$ cat src/rtl/cms_trace_pkg.sv
// Shared types and constants for the CMS trace receive path.
// A trace beat is {pc, instr} on tdata with tlast carried alongside.
package cms_trace_pkg;

  localparam int XLEN            = 64;
  localparam int TRACE_INSTR_LSB = 0;
  localparam int TRACE_PC_LSB    = 32;

  typedef struct packed {
    logic [XLEN-1:0] pc;
    logic [31:0]     instr;
    logic            last;
  } trace_beat_t;

  function automatic logic [31:0] sat_inc32(input logic [31:0] value);
    return (value == 32'hFFFF_FFFF) ? value : value + 32'd1;
  endfunction

endpackage

$ cat src/rtl/cms_trace_fifo.sv
// Synchronous beat FIFO with a registered head entry and registered full/empty flags.
// Capacity counts the head, so DEPTH accepted-but-unpopped entries make it full.
module cms_trace_fifo
  import cms_trace_pkg::*;
#(
  parameter int WIDTH = 97,
  parameter int DEPTH = 4
) (
  input  logic             clk,
  input  logic             rst_n,
  input  logic             push_valid,
  output logic             push_ready,
  input  logic [WIDTH-1:0] push_data,
  output logic             head_valid,
  input  logic             head_ready,
  output logic [WIDTH-1:0] head_data
);

  localparam int AW = (DEPTH > 1) ? $clog2(DEPTH) : 1;
  localparam int CW = $clog2(DEPTH + 1);

  logic [WIDTH-1:0] mem_r [DEPTH];
  logic [AW-1:0]    wr_ptr_r;
  logic [AW-1:0]    rd_ptr_r;
  logic [AW-1:0]    rd_ptr_nxt_s;
  logic [CW-1:0]    count_r;
  logic [CW-1:0]    count_pop_s;
  logic [CW-1:0]    count_nxt_s;
  logic             push_s;
  logic             pop_s;
  logic             ready_r;
  logic             valid_r;
  logic [WIDTH-1:0] head_r;

  // Handshakes and next occupancy; ready comes from a register so it never sees a same-cycle pop.
  always_comb begin
    push_s       = push_valid && ready_r;
    pop_s        = valid_r && head_ready;
    count_pop_s  = count_r - CW'(pop_s);
    count_nxt_s  = count_pop_s + CW'(push_s);
    if (pop_s) begin
      rd_ptr_nxt_s = rd_ptr_r + AW'(1);
    end else begin
      rd_ptr_nxt_s = rd_ptr_r;
    end
  end

  // Storage array, written on every accepted beat.
  always_ff @(posedge clk) begin
    if (push_s) begin
      mem_r[wr_ptr_r] <= push_data;
    end
  end

  // Pointers, flags and the head register; the head holds its value once the FIFO drains.
  always_ff @(posedge clk or negedge rst_n) begin
    if (!rst_n) begin
      wr_ptr_r <= '0;
      rd_ptr_r <= '0;
      count_r  <= '0;
      ready_r  <= 1'b0;
      valid_r  <= 1'b0;
      head_r   <= '0;
    end else begin
      if (push_s) begin
        wr_ptr_r <= wr_ptr_r + AW'(1);
      end
      rd_ptr_r <= rd_ptr_nxt_s;
      count_r  <= count_nxt_s;
      ready_r  <= (count_nxt_s != CW'(DEPTH));
      valid_r  <= (count_nxt_s != CW'(0));
      if (count_nxt_s != CW'(0)) begin
        // With nothing left behind the pop, the incoming beat becomes the head directly.
        head_r <= (count_pop_s == CW'(0)) ? push_data : mem_r[rd_ptr_nxt_s];
      end
    end
  end

  assign push_ready = ready_r;
  assign head_valid = valid_r;
  assign head_data  = head_r;

endmodule

$ cat src/rtl/cms_trace_axis_receiver.sv
// AXI-Stream sink for trace beats: buffers them, unpacks {pc, instr}, checks tlast
// framing against tlast_interval and keeps beat/packet/framing-error counters.
module cms_trace_axis_receiver
  import cms_trace_pkg::*;
#(
  parameter int XLEN           = cms_trace_pkg::XLEN,
  parameter int AXI_DATA_WIDTH = XLEN + 32,
  parameter int FIFO_DEPTH     = 4
) (
  input  logic                      clk,
  input  logic                      rst_n,
  input  logic                      S_AXIS_tvalid,
  output logic                      S_AXIS_tready,
  input  logic [AXI_DATA_WIDTH-1:0] S_AXIS_tdata,
  input  logic                      S_AXIS_tlast,
  input  logic [31:0]               tlast_interval,
  input  logic                      clear,
  output logic                      out_valid,
  input  logic                      out_ready,
  output logic [XLEN-1:0]           out_pc,
  output logic [31:0]               out_instr,
  output logic                      out_last,
  output logic [31:0]               beat_count,
  output logic [31:0]               packet_count,
  output logic                      frame_err,
  output logic [31:0]               frame_err_count
);

  localparam int BEAT_W = AXI_DATA_WIDTH + 1;

  logic [BEAT_W-1:0] head_s;
  logic              accept_s;
  logic [31:0]       pos_inc_s;
  logic              pos_hit_s;
  logic              beat_err_s;
  logic [31:0]       pos_nxt_s;
  logic [31:0]       beat_pos_r;
  logic [31:0]       beat_count_r;
  logic [31:0]       packet_count_r;
  logic              frame_err_r;
  logic [31:0]       frame_err_count_r;

  cms_trace_fifo #(
    .WIDTH (BEAT_W),
    .DEPTH (FIFO_DEPTH)
  ) u_fifo (
    .clk        (clk),
    .rst_n      (rst_n),
    .push_valid (S_AXIS_tvalid),
    .push_ready (S_AXIS_tready),
    .push_data  ({S_AXIS_tdata, S_AXIS_tlast}),
    .head_valid (out_valid),
    .head_ready (out_ready),
    .head_data  (head_s)
  );

  assign accept_s  = S_AXIS_tvalid && S_AXIS_tready;
  assign out_last  = head_s[0];
  assign out_instr = head_s[1 + TRACE_INSTR_LSB +: 32];
  assign out_pc    = head_s[1 + TRACE_PC_LSB +: XLEN];

  // Framing decision for the beat being accepted this cycle.
  always_comb begin
    pos_inc_s  = beat_pos_r + 32'd1;
    pos_hit_s  = (pos_inc_s == tlast_interval);
    beat_err_s = 1'b0;
    pos_nxt_s  = beat_pos_r;
    if (!accept_s) begin
      pos_nxt_s = beat_pos_r;
    end else if (tlast_interval == 32'd0) begin
      pos_nxt_s = S_AXIS_tlast ? 32'd0 : pos_inc_s;
    end else if (S_AXIS_tlast) begin
      beat_err_s = !pos_hit_s;
      pos_nxt_s  = 32'd0;
    end else if (pos_hit_s) begin
      // Missing tlast: flag it and restart the count so the next packet can line up.
      beat_err_s = 1'b1;
      pos_nxt_s  = 32'd0;
    end else begin
      pos_nxt_s = pos_inc_s;
    end
  end

  // Packet position and statistics; clear zeroes statistics but never the position.
  always_ff @(posedge clk or negedge rst_n) begin
    if (!rst_n) begin
      beat_pos_r        <= 32'd0;
      beat_count_r      <= 32'd0;
      packet_count_r    <= 32'd0;
      frame_err_r       <= 1'b0;
      frame_err_count_r <= 32'd0;
    end else begin
      beat_pos_r <= pos_nxt_s;
      if (clear) begin
        beat_count_r      <= 32'd0;
        packet_count_r    <= 32'd0;
        frame_err_r       <= 1'b0;
        frame_err_count_r <= 32'd0;
      end else if (accept_s) begin
        beat_count_r <= beat_count_r + 32'd1;
        if (S_AXIS_tlast) begin
          packet_count_r <= packet_count_r + 32'd1;
        end
        if (beat_err_s) begin
          frame_err_r       <= 1'b1;
          frame_err_count_r <= sat_inc32(frame_err_count_r);
        end
      end
    end
  end

  assign beat_count      = beat_count_r;
  assign packet_count    = packet_count_r;
  assign frame_err       = frame_err_r;
  assign frame_err_count = frame_err_count_r;

endmodule
$ cat config.mk
export PLATFORM = sky130hd
export DESIGN_NAME = cms_trace_axis_receiver
export DESIGN_NICKNAME = d
export VERILOG_FILES = /design/src/rtl/cms_trace_pkg.sv /design/src/rtl/cms_trace_fifo.sv /design/src/rtl/cms_trace_axis_receiver.sv
export SDC_FILE = /design/constraint.sdc
export NUM_CORES = 1
export LEC_CHECK = 0
export BUFFER_PORTS_ARGS = -buffer_cell sky130_fd_sc_hd__buf_4
export CAP_MARGIN = 20
export CORE_MARGIN = 2
export CORE_UTILIZATION = 50
export CTS_BUF_LIST = sky130_fd_sc_hd__clkbuf_8 sky130_fd_sc_hd__clkbuf_16
export DETAILED_ROUTE_END_ITERATION = 12
export PLACE_DENSITY = 0.7
export SYNTH_ARGS = -nofsm -noshare
export SYNTH_HDL_FRONTEND = slang
export SYNTH_SLANG_ARGS = --single-unit
$ cat constraint.sdc
create_clock -name clk -period 4.02 [get_ports clk]
set_input_delay 0.402 -clock clk [delete_from_list [all_inputs] [get_ports clk]]
set_output_delay 0.402 -clock clk [all_outputs]
set_load 0.005 [all_outputs]
==> run_results.csv <==
group,metric,value,unit
clocking,cts.sinks,623,
detailed_routing,first_pass_iters,5,
yosys,avgSynthCellArea,14.2,sq um
floorplanning,start_util,50.6,%
yosys,synth_area_leaders,"edfxtp_1 (44%), dfrtp_1 (22%), mux4_2 (8.2%)",
pwr,swShare,31.2,%
run_status,status,"complete, no violations",
place,portBuffers,329,
pwr,power.share.sequential,39.7,%
detailed_routing,drc,0,
timing,period_share,94.9,%
clocking,cts_tree,"built",
yosys,yosysWarnings,0,
timing,period_needed,3820,ps
detailed_routing,first_iter_violations,1430,
timing,final.setup.worst_slack,204,ps
timing,relSlewSlack,29.8,%
yosys,syn_nets,2019,
clocking,clockBufferDepth,3,
run,cap_viol_max_count,0,
floorplanning,die_h,235,um
yosys,synth_edf_count,388,
floorplanning,coreArea,52600,sq um
pwr,cellLeakagePower,12.7,nW
timing,holdWs,34.3,ps
clocking,clk_pin_slew_worst_paths,60,ps
pwr,peakVddDrop,0.547,mV
floorplanning,fp.dieW,235,um
setup_path,cp-end-kind,"flip-flop",
yosys,ys_seq_area_share,65.9,%
pwr,finalPower,22.3,mW
clocking,numCtsBuffers,67,
floorplanning,rows,84,
yosys,synth.cell_area,26600,sq um
setup_path,cp_slowest_cell,"or4_4",
pwr,clkPwrFrac,26.7,%
floorplanning,io_pins,330,
place,dp_slack,197,ps
detailed_routing,wl_per_cell,21.7,um
timing,max_freq,262,MHz
detailed_routing,wl_met1,28.2,mm
detailed_routing,dr_wl_met3,4.65,mm
clocking,clkLatencyLatePin,600,ps
yosys,synth_cells,1873,
timing,setup_viol_count_final,0,
setup_path,critPathMostFrequentCell,"buf_12",
pwr,powerDensity,667,nW/um^2
setup_path,startpoint_type,"flip-flop",
pwr,combPwrFrac,33.6,%
setup_path,cp_max_fo,39,
global_route,grt_pass1_vias,17600,
detailed_routing,vias,17500,
yosys,synth_common_cells,"edfxtp_1 (388), dfrtp_1 (235), nand2_1 (176)",
setup_path,crit_buf_inv,2,
yosys,synth-seq-cells,623,
detailed_routing,vias_per_cell,5.70,
yosys,async_flop_share,37.7,%
global_route,grt_max_degree,104,
global_route,grt_pass1_wl,101,mm
yosys,synth_top_area_cell,"edfxtp_1",
final_layout,nets,2469,
setup_path,cp_cell_sequence,"and4_1 > nand4_4 > or4_4 > xnor2_1 > nand4b_1 > or4b_1 > nor3_2 > o21ai_2 > buf_12 > buf_12 > or3_1 > a21oi_1",
floorplanning,die_area,55000,sq um
yosys,synth_ff_type,"edfxtp_1",
yosys,netlist-cell-type-count,64,
pwr,switching_power,6.95,mW
global_route,grt_overflow,0,
worst_hold_path,hold_path.class,"in2reg",
global_route,antenna_found_initial,5,
clocking,cts-htree-levels,3,
final_layout,area_delta_synth_final,25.5,%
detailed_routing,wl,66.4,mm
global_route,track_usage,24.1,%
setup_path,critPathMaxStageDelay,570,ps
timing,skew,25.2,ps
setup_path,critical-path-top-delay-family,"simple AND/OR/NAND/NOR gates",
place,gp_congestion,0.862,
place,hpwl,41.8,mm
timing,hold_violations,0,
yosys,synth.top_cell.area_share,43.8,%
yosys,yosysMostFrequentCell,"edfxtp_1",
final_layout,drive_above_1_share,26.1,%
timing,final_max_slew_viol_count,0,
detailed_routing,ant_nets,0,
setup_path,required,4520,ps
detailed_routing,wl_met2,32.2,mm
timing,worst_pin_slew,1050,ps
pwr,p_int,15.3,mW
clocking,clock_tree.root_cell,"clkbuf_16",
detailed_routing,topRoutingLayerUsed,"met5",
setup_path,crit_type,"reg2reg",
setup_path,cp.arrival,4320,ps
## power groups by stage
stage | clock [mW] | combinational [mW] | sequential, mW
after floorplan | 0 | 4.59 | 8.90
final | 5.94 | 7.48 | 8.83
after global routing | 6.31 | 8.20 | 8.94
after detailed placement | 0 | 7.49 | 8.94
after global placement | 0 | 7.36 | 8.87
after CTS | 6.07 | 7.60 | 8.83
## logic make-up (layout without fill, tap and decap cells)
kind of cell    after synthesis  after routing  synth area share (%)
flops                       623            623                  65.9
mux                         201            201                  12.1
compound gates              271            271                  5.83
xor+xnor                     99             99                  3.26
other cells                   0              4                     0
buf+inv                     130            631                  1.99
fa+ha+maj                    12             12                 0.565
simple gates                537            537                  10.3
## metrics by stage
stage | util [%] | area [sq um] | setup TNS (ps) | cells
2_1_floorplan | - | 26600 | 0 | 1873
3_3_place_gp | 57.6 | 30300 | 0 | 2845
3_5_place_dp | 57.6 | 30300 | 0 | 2845
4_1_cts | 63.4 | 33300 | 0 | 3060
5_1_grt | 63.5 | 33400 | -4.01 | 3066
6_report | 63.5 | 33400 | 0 | 3066
## routing by layer
layer	global-route usage, %	up-vias
li1	-	7988
met1	32.6	8844
met2	39.1	545
met3	5.51	88
met4	7.37	2
met5	0	-
## placed cells by master, fill, tap and decap left out, types with 21 or more instances in the layout
| cell | netlist | layout |
|---|---|---|
| a31oi_1 | 25 | 25 |
| buf_4 | 2 | 365 |
| nand4_1 | 31 | 31 |
| edfxtp_1 | 388 | 388 |
| inv_1 | 28 | 42 |
| mux4_2 | 97 | 97 |
| clkbuf_16 | 0 | 67 |
| dfrtp_1 | 235 | 232 |
| xor2_1 | 51 | 50 |
| xnor2_1 | 48 | 47 |
| nor2_1 | 92 | 91 |
| dlygate4sd3_1 | 0 | 95 |
| mux2i_1 | 101 | 101 |
| nand2_1 | 176 | 176 |
| or3_1 | 35 | 35 |
| buf_12 | 0 | 21 |
| nand3_1 | 56 | 55 |
| o21ai_0 | 146 | 146 |
| a21oi_1 | 56 | 56 |
| and3_1 | 36 | 29 |
## layout make-up
type	count	area [sq um]
timing repair buffer	482	4130
clock inverter	44	320
fill	3864	19200
sequential	623	17500
antenna	4	10.0
inverter	29	109
clock buffer	76	1800
multi-input combinational	1120	8620
tap	688	861
## state kept, by name, summed over array words and instances, names as in the netlist
name               cells
u_fifo.push_ready      1
u_fifo.head_valid      1
u_fifo.head_data      97
packet_count          32
u_fifo.wr_ptr_r        2
frame_err              1
beat_pos_r            32
u_fifo.count_r         3
u_fifo.rd_ptr_r        2
frame_err_count       32
u_fifo.mem_r         388
beat_count            32
## final timing paths
| path | startpoint | to | slack (ps) | depth (start not counted) |
|---|---|---|---|---|
| setup / recovery | beat_pos_r[5] | frame_err_count[22] | 200 | 12 |
| hold / removal | S_AXIS_tdata[18] | u_fifo.mem_r[2][19] | 30 | 1 |
| setup reg to reg | beat_pos_r[5] | frame_err_count[22] | 200 | 12 |
| hold reg to reg | u_fifo.head_data[10] | u_fifo.head_data[10] | 480 | 2 |
| max in group asynchronous | rst_n | beat_count[18] | 2590 | 3 |
| min in group asynchronous | rst_n | beat_pos_r[12] | 430 | 2 |
## what timing repair did
item                                   in CTS  in global routing
setup endpoints to repair                   0                 26
setup buffers                               0                  2
endpoints found under the hold margin     466                  0
hold buffers                               95                  0
gates resized for setup                     0                  9
Note: power is estimated with default switching activity, not from simulation.
